$ cat config.mk
export PLATFORM = sky130hd
export DESIGN_NAME = booth_mul32_flat
export DESIGN_NICKNAME = d
export VERILOG_FILES = /design/src/rtl/booth_mul32_if.sv /design/src/rtl/booth_mul32.sv /design/src/flat_wrapper.sv
export SDC_FILE = /design/constraint.sdc
export NUM_CORES = 1
export LEC_CHECK = 0
export CAP_MARGIN = 10
export CELL_PAD_IN_SITES_DETAIL_PLACEMENT = 1
export CELL_PAD_IN_SITES_GLOBAL_PLACEMENT = 2
export CORE_UTILIZATION = 32
export DETAILED_ROUTE_END_ITERATION = 10
export PLACE_DENSITY = 0.92
export SETUP_SLACK_MARGIN = 0.15
export SYNTH_ARGS = -nofsm -noshare
export SYNTH_HDL_FRONTEND = slang
export SYNTH_SLANG_ARGS = --single-unit
$ cat constraint.sdc
create_clock -name clk -period 6.49 [get_ports clk]
set_clock_uncertainty 0.1 [all_clocks]
set_input_delay 0.649 -clock clk [delete_from_list [all_inputs] [get_ports clk]]
set_output_delay 0.649 -clock clk [all_outputs]
set_load 0.01 [all_outputs]
$ cat src/rtl/booth_mul32_if.sv
// Request/response bundle for the sequential radix-2 Booth multiplier.
// The master drives operands and start; the slave returns status, product and flags.
interface booth_mul32_if #(
  parameter int WIDTH = 32
);
  logic                 start;
  logic [WIDTH-1:0]     x;
  logic [WIDTH-1:0]     y;
  logic                 busy;
  logic                 done;
  logic [2*WIDTH-1:0]   p;
  logic                 OF;
  logic                 SF;
  logic                 ZF;

  modport master (
    output start, x, y,
    input  busy, done, p, OF, SF, ZF
  );

  modport slave (
    input  start, x, y,
    output busy, done, p, OF, SF, ZF
  );
endinterface

$ cat src/rtl/booth_mul32.sv
// Signed WIDTH x WIDTH multiplier, one radix-2 Booth step per cycle.
// Fixed latency: done pulses WIDTH+1 cycles after the start-accept edge.
module booth_mul32 #(
  parameter int WIDTH = 32
) (
  input  logic             clk,
  input  logic             rst,
  booth_mul32_if.slave     bus
);

  localparam int CW = (WIDTH > 1) ? $clog2(WIDTH) : 1;

  typedef enum logic [1:0] {
    IDLE = 2'd0,
    CALC = 2'd1,
    DONE = 2'd2
  } state_t;

  state_t               state, state_nx;

  // A carries one extra bit so subtracting the most negative multiplicand cannot overflow.
  logic [WIDTH:0]       m;
  logic [WIDTH:0]       a;
  logic [WIDTH-1:0]     q;
  logic                 q_1;
  logic [CW-1:0]        count;

  logic [2*WIDTH-1:0]   p_q;
  logic                 of_q, sf_q, zf_q;

  logic                 last;
  logic [WIDTH:0]       a_sum;
  logic [WIDTH:0]       a_nx;
  logic [WIDTH-1:0]     q_nx;
  logic                 q1_nx;
  logic [2*WIDTH-1:0]   prod_nx;
  logic [WIDTH:0]       prod_hi;

  assign last = (count == CW'(WIDTH - 1));

  // NOTE: every signal assigned in always_comb gets a default first, so no path can infer a latch.
  always_comb begin
    a_sum = a;
    unique case ({q[0], q_1})
      2'b01:   a_sum = a + m;
      2'b10:   a_sum = a - m;
      default: a_sum = a;
    endcase
  end

  // Arithmetic right shift of {A,Q,q_1}; the old q_1 falls off the bottom.
  assign {a_nx, q_nx, q1_nx} = {a_sum[WIDTH], a_sum, q};
  assign prod_nx             = {a_nx[WIDTH-1:0], q_nx};
  assign prod_hi             = prod_nx[2*WIDTH-1:WIDTH-1];

  always_comb begin
    state_nx = state;
    unique case (state)
      IDLE:    if (bus.start) state_nx = CALC;
      CALC:    if (last)      state_nx = DONE;
      DONE:    state_nx = IDLE;
      default: state_nx = IDLE;
    endcase
  end

  // NOTE: sequential state uses non-blocking assignments so every register samples pre-edge values.
  always_ff @(posedge clk) begin
    if (rst) state <= IDLE;
    else     state <= state_nx;
  end

  always_ff @(posedge clk) begin
    if (rst) begin
      m     <= '0;
      a     <= '0;
      q     <= '0;
      q_1   <= 1'b0;
      count <= '0;
      p_q   <= '0;
      of_q  <= 1'b0;
      sf_q  <= 1'b0;
      zf_q  <= 1'b0;
    end else begin
      unique case (state)
        IDLE: begin
          if (bus.start) begin
            m     <= {bus.x[WIDTH-1], bus.x};
            a     <= '0;
            q     <= bus.y;
            q_1   <= 1'b0;
            count <= '0;
          end
        end
        CALC: begin
          a   <= a_nx;
          q   <= q_nx;
          q_1 <= q1_nx;
          if (last) begin
            p_q  <= prod_nx;
            sf_q <= prod_nx[2*WIDTH-1];
            zf_q <= (prod_nx == '0);
            of_q <= ~((prod_hi == '0) || (prod_hi == '1));
          end else begin
            count <= count + 1'b1;
          end
        end
        default: ;
      endcase
    end
  end

  assign bus.busy = (state != IDLE);
  assign bus.done = (state == DONE);
  assign bus.p    = p_q;
  assign bus.OF   = of_q;
  assign bus.SF   = sf_q;
  assign bus.ZF   = zf_q;

endmodule

$ cat src/flat_wrapper.sv
// flat-port wrapper written by rule: the top's interface ports become plain ports
module booth_mul32_flat 
#(
  parameter int WIDTH = 32
)
  (clk, rst, bus_start, bus_x, bus_y, bus_busy, bus_done, bus_p, bus_OF, bus_SF, bus_ZF);
  booth_mul32_if #(.WIDTH(WIDTH)) bus_i ();
  input  logic clk;
  input  logic rst;
  input wire logic [$bits(bus_i.start)-1:0] bus_start;
  input wire logic [$bits(bus_i.x)-1:0] bus_x;
  input wire logic [$bits(bus_i.y)-1:0] bus_y;
  output wire logic [$bits(bus_i.busy)-1:0] bus_busy;
  output wire logic [$bits(bus_i.done)-1:0] bus_done;
  output wire logic [$bits(bus_i.p)-1:0] bus_p;
  output wire logic [$bits(bus_i.OF)-1:0] bus_OF;
  output wire logic [$bits(bus_i.SF)-1:0] bus_SF;
  output wire logic [$bits(bus_i.ZF)-1:0] bus_ZF;
  assign bus_i.start = bus_start;
  assign bus_i.x = bus_x;
  assign bus_i.y = bus_y;
  assign bus_busy = bus_i.busy;
  assign bus_done = bus_i.done;
  assign bus_p = bus_i.p;
  assign bus_OF = bus_i.OF;
  assign bus_SF = bus_i.SF;
  assign bus_ZF = bus_i.ZF;
  booth_mul32 #(.WIDTH(WIDTH)) u_core (.clk(clk), .rst(rst), .bus(bus_i));
endmodule
==> results.ini <==
[logic_synthesis]
synth_nets=1442
synth_top_family_by_area=simple AND/OR/NAND/NOR gates
ys_warn_count=0
synth_edf_count=0
synth.distinct_cells=81
ys.flop_type=dfxtp_1
yosys.area_share.simple=0.2769
synth-compound-area-share=0.2328
synthAdderAreaFrac=0.04732
synth_area_per_cell_sq_um=7.431
syn-instance-count=1338
ys_seq_area_frac=0.3423
synthTopCellsByArea=dfxtp_1 (34%), nand2_1 (9.9%), a21oi_1 (6.7%)
yosysTopAreaCellShare=0.3423
synthMuxAreaShare=0.01384
syn_area_sq_mm=0.009942
synth_top_cell_by_area=dfxtp_1
ys_ff_latch=170
synthXorXnorAreaFrac=0.04140
async_flop_share=0

[grt]
grt_max_degree=97
grt_pass1_wl_mm=56.54
grt_antenna_before_repair=0
grt_pass1_vias=9983
grt_overflow=0
track_usage=0.2304

[outcome]
outcome=completed

[critical_path]
path_max_fanout=9
cp.arrival_ns=5.84
crit_chain=or3_1 > or3_1 > nor3_1 > and3_1 > nand2_1 > nor2_1 > nor2b_1 > a31oi_1 > xnor2_1 > ha_1 > nand4_1 > nor2_1 > nand2_1 > a211oi_1 > or3_1 > nand3_1 > a211oi_1 > nand4_1 > nor3_2 > o221ai_1
r2r_cells=20
reg2reg_slack_ns=0.86
cp.required_ns=6.70
path_depth=20
critPathCaptureType=register
cp-start-kind=register
crit_buf_inv=0
critPathMaxStageDelay_ns=0.53
path_common_cell=or3_1
cp_slowest_cell=a211oi_1
path_class=reg -> reg
critical_path.top_delay_family=simple AND/OR/NAND/NOR gates

[floorplan]
fp-row-count=64
die_h_microns=178.3
die_x_microns=178.3
coreArea_sq_mm=0.03059
start_util=0.3250
dieArea_sq_mm=0.03178
io_pins=136

[clock_tree]
ctsRootBufferMaster=clkbuf_16
cts_setup_buffers=0
cts_tree=yes
htreeDepth=4
clk_pin_slew_ns=0.07
cts_resized=0
cts_sinks=170
clk_path_buf_depth=2
ctsHoldBuffers=0
clk_latency_ns=0.44
cts_buffers=17

[route]
viasPerCell=5.521
via_count=10026
ant_nets=0
wl_mm=35.80
drc=0
drt_iter0_markers=610
wl_per_cell_microns=19.71
drt-pass1-iter-count=5

[layout]
antennaDiodeCount=0
fillCellCount=3749
drive_gt1_frac=0.05070
nets=1511
mostFrequentLayoutCells=nand2_1 (259), nor2_1 (174), dfxtp_1 (170)
final_common_cell=nand2_1
syn_to_final_growth_pct=21.73

[timing]
rsz0062_at_grt=no
whs_ns=0.3565
relSlewSlack=0.2945
slew_viol_final=0
finalSetupViolations=0
finalCritPeriodShare=0.8673
fmax_ghz=0.1777
tns_ns=0
min_period_ns=5.629
worst_pin_slew_ns=1.058
finalHoldViolCount=0

[hold_path]
hp-class=reg -> reg
hold_depth=2

[place]
port-buffer-count=135
gp_congestion=0.9345
dpl.hpwl_mm=26.68

[pwr]
power.leakage_nw=4.226
finalPower_mw=2.999
powerDensity_mw_per_mm2=247.8
ir_drop_mv=0.1793

[run]
maxCapViolCount=0

==> path summary, 6_finish.rpt <==
kind	from	endpoint
worst max register to register	u_core.m[2]	u_core.bus.OF
worst min register to register	u_core.bus.p[24]	u_core.bus.p[24]
worst min-delay path	u_core.bus.p[24]	u_core.bus.p[24]
worst max-delay path	u_core.m[2]	u_core.bus.OF
==> tightest hold or removal path, cell delays in order (launching register included) <==
cell and delay [ns]:
dfxtp_1 0.31, nand2_1 0.05, a21oi_1 0.05
==> cells in the mapped netlist, types with 8 or more instances <==
master	n
nand2_1	261
nor2_1	174
dfxtp_1	170
a21oi_1	134
clkbuf_1	72
ha_1	36
xnor2_1	36
a311oi_1	34
o21ai_0	32
a211oi_1	30
nor3_1	30
a31oi_1	29
nand3_1	29
nand4_1	20
inv_1	18
nor4_1	16
and2_1	11
buf_1	11
xor2_1	11
and3_1	10
nor2b_1	10
o21a_1	10
or3_1	10
nor3b_1	8
==> power by group <==
part / leakage [nW] / switching [mW] / internal [mW]
logic: 2.54 / 0.495 / 0.290
registers: 1.38 / 0.0578 / 1.08
clock network: 0.305 / 0.456 / 0.617
==> final cells by class <==
type,count,area [sq um],share of cell area
Clock buffer,22,484.2,0.04001
Clock inverter,10,131.4,0.01085
Inverter,20,75.07,0.006203
Multi-Input combinational cell,1055,6105,0.5044
Sequential cell,170,3403,0.2812
Tap cell,396,495.5,0.04094
Timing Repair Buffer,143,1409,0.1164
==> registers in the layout (all words and copies together) (netlist names) <==
name           cells
u_core.bus.ZF      1
u_core.m          32
u_core.a          32
u_core.bus.p      64
u_core.state       2
u_core.q_1         1
u_core.count       5
u_core.q          32
u_core.bus.OF      1
==> logic make-up after synthesis <==
group | count (synthesis)
xor gates and xnor gates | 47
buffers and inverters | 113
AOI/OAI and AO/OA | 348
muxes | 12
adders and majority gates | 37
DFF | 170
and+or+nand+nor | 611
==> metal layers <==
| metal | routed length [microns] | share of wire | vias to the layer above | track usage |
|---|---|---|---|---|
| met4 | 755 | 0.021 | 0 | 0.07592 |
| met5 | 0 | 0 | - | 0 |
| li1 | - | - | 4892 | - |
| met3 | 1047 | 0.029 | 50 | 0.02707 |
| met1 | 16990 | 0.47 | 4901 | 0.3069 |
| met2 | 17000 | 0.47 | 183 | 0.3846 |
==> stage by stage <==
step / util / cell area [sq um] / std cells / setup WS (ns)
after floorplan: - / 9942 / 1338 / 1.897
after global placement: 0.3755 / 11490 / 1784 / 1.235
after detailed placement: 0.3755 / 11490 / 1784 / 1.052
after CTS: 0.3957 / 12100 / 1816 / 1.024
after global routing: 0.3957 / 12100 / 1816 / 0.5530
final: 0.3957 / 12100 / 1816 / 0.8611
Power figures use the tool's default switching activity.
